<file path="config.mk">
export PLATFORM = sky130hd
export DESIGN_NAME = fsk_modulator
export DESIGN_NICKNAME = d
export VERILOG_FILES = /design/src/rtl/fsk_pkg.sv /design/src/rtl/fsk_tone_gen.sv /design/src/rtl/fsk_modulator.sv
export SDC_FILE = /design/constraint.sdc
export NUM_CORES = 1
export LEC_CHECK = 0
export ABC_CLOCK_PERIOD_IN_PS = 2500
export CELL_PAD_IN_SITES_DETAIL_PLACEMENT = 0
export CELL_PAD_IN_SITES_GLOBAL_PLACEMENT = 2
export CORE_ASPECT_RATIO = 1.75
export CORE_MARGIN = 2
export CORE_UTILIZATION = 32
export DETAILED_ROUTE_END_ITERATION = 10
export DONT_BUFFER_PORTS = 1
export PLACE_DENSITY = 0.69
export SETUP_SLACK_MARGIN = 0.2
export SYNTH_ARGS = -nofsm -noshare
export SYNTH_HDL_FRONTEND = slang
export SYNTH_HIERARCHICAL = 1
export SYNTH_SLANG_ARGS = --single-unit
</file>
<file path="constraint.sdc">
create_clock -name sysclk -period 2.5 [get_ports sysclk]
set_clock_uncertainty 0.05 [all_clocks]
set_input_delay 0.25 -clock sysclk [delete_from_list [all_inputs] [get_ports sysclk]]
set_output_delay 0.25 -clock sysclk [all_outputs]
set_load 0.03 [all_outputs]
</file>
<file path="src/rtl/fsk_pkg.sv">
// Shared constants and FSM state type for the FSK modulator and its matching demodulator.
// Optional parity support is enabled by defining FSK_PARITY_EN.
package fsk_pkg;

    localparam int DEF_BIT_CYCLES = 64;
    localparam int DEF_MARK_HALF  = 1;
    localparam int DEF_SPACE_HALF = 4;

    // Demodulator window: 8 rising edges per window for mark, 2 for space.
    localparam int DEMOD_WINDOW   = 16;
    localparam int EDGE_THRESHOLD = 5;

    typedef enum logic [2:0] {
        IDLE,
        START,
        DATA,
`ifdef FSK_PARITY_EN
        PARITY,
`endif
        STOP
    } fsk_state_t;

`ifdef FSK_PARITY_EN
    function automatic logic even_parity(input logic [7:0] d);
        return ^d;
    endfunction
`endif

endpackage

</file>
<file path="src/rtl/fsk_tone_gen.sv">
// Phase-continuous square-wave generator: half-period counter plus toggle flop.
// The restart input zeroes the counter at a bit boundary without touching the output level.
module fsk_tone_gen
    import fsk_pkg::*;
#(
    parameter int MARK_HALF  = DEF_MARK_HALF,
    parameter int SPACE_HALF = DEF_SPACE_HALF
) (
    input  logic sysclk,
    input  logic reset,
    input  logic bit_val,
    input  logic restart,
    output logic signal_out
);

    localparam int CW = (SPACE_HALF > 1) ? $clog2(SPACE_HALF) : 1;
    localparam logic [CW-1:0] MARK_LAST  = CW'(MARK_HALF - 1);
    localparam logic [CW-1:0] SPACE_LAST = CW'(SPACE_HALF - 1);

    logic [CW-1:0] half_cnt;
    logic [CW-1:0] cur_cnt;
    logic [CW-1:0] half_last;

    // NOTE: every always_comb output gets a default first so no latch can be inferred.
    always_comb begin
        cur_cnt   = restart ? '0 : half_cnt;
        half_last = bit_val ? MARK_LAST : SPACE_LAST;
    end

    // NOTE: sequential state uses non-blocking assignments only, so every flop sees pre-edge values.
    always_ff @(posedge sysclk) begin
        if (reset) begin
            half_cnt   <= '0;
            signal_out <= 1'b0;
        end else if (cur_cnt == half_last) begin
            half_cnt   <= '0;
            signal_out <= ~signal_out;
        end else begin
            half_cnt   <= cur_cnt + 1'b1;
        end
    end

endmodule

</file>
<file path="src/rtl/fsk_modulator.sv">
// FSK byte modulator: start(space), 8 data bits LSB first, optional even parity, stop(mark).
// Define FSK_PARITY_EN to insert the parity bit between DATA and STOP.
module fsk_modulator
    import fsk_pkg::*;
#(
    parameter int BIT_CYCLES = DEF_BIT_CYCLES,
    parameter int MARK_HALF  = DEF_MARK_HALF,
    parameter int SPACE_HALF = DEF_SPACE_HALF
) (
    input  logic       sysclk,
    input  logic       reset,
    input  logic [7:0] tx_data,
    input  logic       tx_valid,
    output logic       tx_ready,
    output logic       busy,
    output logic       signal_out
);

    localparam int CW = $clog2(BIT_CYCLES);
    localparam logic [CW-1:0] LAST_CYC = CW'(BIT_CYCLES - 1);

    fsk_state_t    state;
    logic [CW-1:0] bit_cyc;
    logic [3:0]    bit_idx;
    logic [7:0]    shreg;
    logic          first_cyc;
    logic          bit_val;
    logic          bit_last;
`ifdef FSK_PARITY_EN
    logic          parity_bit;
`endif

    // Gated by reset so the block is ready on the very first cycle after reset drops.
    assign tx_ready = (state == IDLE) && !reset;
    assign bit_last = (bit_cyc == LAST_CYC);

    always_comb begin
        bit_val = 1'b1;
        case (state)
            START:   bit_val = 1'b0;
            DATA:    bit_val = shreg[0];
`ifdef FSK_PARITY_EN
            PARITY:  bit_val = parity_bit;
`endif
            default: bit_val = 1'b1;
        endcase
    end

    always_ff @(posedge sysclk) begin
        if (reset) begin
            state      <= IDLE;
            bit_cyc    <= '0;
            bit_idx    <= '0;
            shreg      <= '0;
            busy       <= 1'b0;
            first_cyc  <= 1'b0;
`ifdef FSK_PARITY_EN
            parity_bit <= 1'b0;
`endif
        end else begin
            first_cyc <= 1'b0;
            case (state)
                IDLE: begin
                    if (tx_valid && tx_ready) begin
                        state      <= START;
                        shreg      <= tx_data;
                        busy       <= 1'b1;
                        bit_cyc    <= '0;
                        first_cyc  <= 1'b1;
`ifdef FSK_PARITY_EN
                        parity_bit <= even_parity(tx_data);
`endif
                    end
                end
                START: begin
                    if (bit_last) begin
                        state     <= DATA;
                        bit_cyc   <= '0;
                        first_cyc <= 1'b1;
                    end else begin
                        bit_cyc   <= bit_cyc + 1'b1;
                    end
                end
                DATA: begin
                    if (bit_last) begin
                        bit_cyc   <= '0;
                        first_cyc <= 1'b1;
                        shreg     <= {1'b0, shreg[7:1]};
                        if (bit_idx == 4'd7) begin
                            bit_idx <= '0;
`ifdef FSK_PARITY_EN
                            state   <= PARITY;
`else
                            state   <= STOP;
`endif
                        end else begin
                            bit_idx <= bit_idx + 1'b1;
                        end
                    end else begin
                        bit_cyc <= bit_cyc + 1'b1;
                    end
                end
`ifdef FSK_PARITY_EN
                PARITY: begin
                    if (bit_last) begin
                        state     <= STOP;
                        bit_cyc   <= '0;
                        first_cyc <= 1'b1;
                    end else begin
                        bit_cyc   <= bit_cyc + 1'b1;
                    end
                end
`endif
                STOP: begin
                    if (bit_last) begin
                        state     <= IDLE;
                        busy      <= 1'b0;
                        bit_cyc   <= '0;
                        first_cyc <= 1'b1;
                    end else begin
                        bit_cyc   <= bit_cyc + 1'b1;
                    end
                end
                default: state <= IDLE;
            endcase
        end
    end

    fsk_tone_gen #(
        .MARK_HALF  (MARK_HALF),
        .SPACE_HALF (SPACE_HALF)
    ) u_tone (
        .sysclk     (sysclk),
        .reset      (reset),
        .bit_val    (bit_val),
        .restart    (first_cyc),
        .signal_out (signal_out)
    );

endmodule

</file>
==> results.toml <==
[run_status]
status = "completed"

[route]
vias_per_cell = 5.46
drtIter0Drc = 25
wire_per_inst_um = 15.1
drt-total-wl_um = 3220
drc = 0
drt-pass1-iter-count = 4
antenna_left = 0
vias = 1162

[setup_path]
crit_type = "reg -> out"
arrival_ns = 1.79
startpoint_type = "flip-flop"
cp-end-kind = "output port"
crit-reg2reg-launch = "state[0]$_SDFFE_PP0P_"
cp.required_ns = 2.20
cp-startpoint = "state[0]$_SDFFE_PP0P_"
crit_fanout = 17

[layout]
syn_to_final_growth_pct = 5.43
nFillCells = 465
final_area_um2 = 1510
drive_gt1_frac = 0.0432
regArea_um2 = 500
nets = 181
multi_input_area_um2 = 850
num_antenna_cells = 0

[grt]
grt_pass1_vias = 1169
grt_pass1_wl_um = 5550
grt_max_degree = 20
overflow = 0
antenna_found_initial = 0
grt_usage = 0.149

[clock_tree]
ctsLongestPathBuffers = 2
clk_latency_ns = 0.27
tritoncts = "built"
clkTransAtPathRegs_ns = 0.09
cts_root_buf = "clkbuf_8"
htree_levels = 1
cts_sinks = 25
cts-buffers-inserted = 3
postCtsSetupRepairBufs = 0

[synthesis]
netlist.top_cell.by_area = "dfxtp_1"
synth_compound_gate_area_share = 0.192
synth_mux_area_frac = 0.0849
yosysUniqueCellTypes = 42
yosys_warnings = 6
synth_async_sr_flop_share = 0
synthAdderAreaFrac = 0.0613
synth_seq_area_share = 0.350
syn_inst = 165
syn_area_per_cell_um2 = 8.66
synth-simple-area-share = 0.226
synth_area_um2 = 1430
syn_nets = 183
synth-main-ff-cell = "dfxtp_1"
synth-edff-count = 0
synth-seq-cells = 25
synthTopCellsByArea = "dfxtp_1 35%, mux2i_1 7.7%, ha_1 6.1%, a21oi_1 5.6%, o21ai_0 3.5%"
synth_top_area_frac = 0.350
synth_top_family_by_area = "simple AND/OR/NAND/NOR gates"
synthXorXnorAreaFrac = 0.0306

[place]
dp_hpwl_um = 2240
dp_slack_ns = 0.480
placed_area_um2 = 1450
place_congestion = 0.725
port_buffers = 0

[pwr]
ir_drop_mv = 0.428
power.leakage_uw = 0.000541
powerDensity_nw_per_um2 = 1090
finalPower_uw = 1630

[floorplan]
core_um2 = 4360
fp.dieH_um = 92.4
dieArea_um2 = 5040
num_rows = 32
initial_core_util = 0.327
die_w_um = 54.5
num_io_pins = 14

[sta]
worstMarginPinSlew_ns = 0.844
max_freq_mhz = 479
finalSetupViolCount = 0
relSlewSlack = 0.435
layout_worst_path_cycle_share = 0.835
rsz0062_at_grt = "no"
holdWs_ns = 0.0148
hold_viol = 0
maxSlewViolCount = 0
setup-tns-final_ns = 0
setup_slack_ns = 0.413
period_minus_slack_ns = 2.09

[hold_path]
hold_class = "in -> reg"
hold_path_startpoint = "reset"

[run]
drv_cap = 0
## kinds of logic (layout without fill, tap and decap cells)
family,count (synthesis),after routing
AND/OR/NAND/NOR,58,58
AO/OA/AOI/OAI,42,42
flip-flops,25,25
buffers and inverters,16,13
multiplexers,12,12
adder cells (fa/ha/maj),7,7
XOR/XNOR,5,5
## state kept, by name, summed over array words and instances (netlist names)
| signal | count |
|---|---|
| shreg | 8 |
| bit_idx | 4 |
| u_tone/half_cnt | 2 |
| state | 2 |
| busy | 1 |
| bit_cyc | 6 |
| u_tone/signal_out | 1 |
| first_cyc | 1 |
## layer usage
metal,track usage,part of all wire,vias to the layer above
li1,-,-,591
met4,0.0750,0.032,0
met3,0.0274,0.024,9
met5,0,0,-
met1,0.166,0.40,547
met2,0.254,0.55,15
## worst max-delay path, stage by stage (launching register included)
cell and delay [ns]:
dfxtp_1 0.35, inv_1 0.12, ha_1 0.49, nor2b_1 0.56
## placed cells by master, fill, tap and decap left out, types with 6 or more instances in the layout
cell / synthesis / routed
nor2_1: 13 / 13
inv_1: 6 / 6
o21ai_0: 10 / 10
nand2b_1: 6 / 6
a21oi_1: 16 / 16
ha_1: 7 / 7
mux2i_1: 11 / 11
nand2_1: 6 / 6
dfxtp_1: 25 / 25
or3_1: 7 / 7
## cell type report
type / instances / area share
multi-input cells: 124 / 0.564
flip-flops and latches: 25 / 0.332
well taps: 51 / 0.0424
clock buffers: 4 / 0.0299
repair buffers: 3 / 0.0166
inverters: 6 / 0.0150
## what timing repair did
action	in CTS	in global routing
resized for setup	0	0
hold buffers	1	0
endpoints found under the hold margin	19	0
## synth_stat cells, types with 3 or more instances
cell type,count
nor3_1,3
buf_2,3
nand2_1,6
nand4_1,4
inv_1,6
ha_1,7
xnor2_1,4
mux2i_1,11
clkbuf_1,4
nand2b_1,6
nor2_1,13
o21ai_0,10
nand3_1,5
nor2b_1,5
a21oi_1,16
dfxtp_1,25
or3_1,7
## final timing paths
check                           cells past startpoint  slack [ns]                     to
worst max-delay path                                3        0.41               tx_ready
worst min-delay path                                1        0.01  shreg[0]$_SDFFE_PP0P_
worst max register to register                      6        0.43  shreg[0]$_SDFFE_PP0P_
worst min register to register                      2        0.42  shreg[0]$_SDFFE_PP0P_
## report_power, final
part           switching, uW  internal, uW  leakage, uW
registers               98.1           502     0.000204
clock network            133           114    0.0000228
logic                    465           322     0.000315
total                    696           939     0.000541
## metrics by stage
| stage | std cells | util |
|---|---|---|
| after global routing | 213 | 0.345 |
| after detailed placement | 208 | 0.333 |
| after CTS | 213 | 0.345 |
| final | 213 | 0.345 |
| after global placement | 208 | 0.333 |
| after floorplan | 165 | - |
Note: power is estimated with default switching activity, not from simulation.
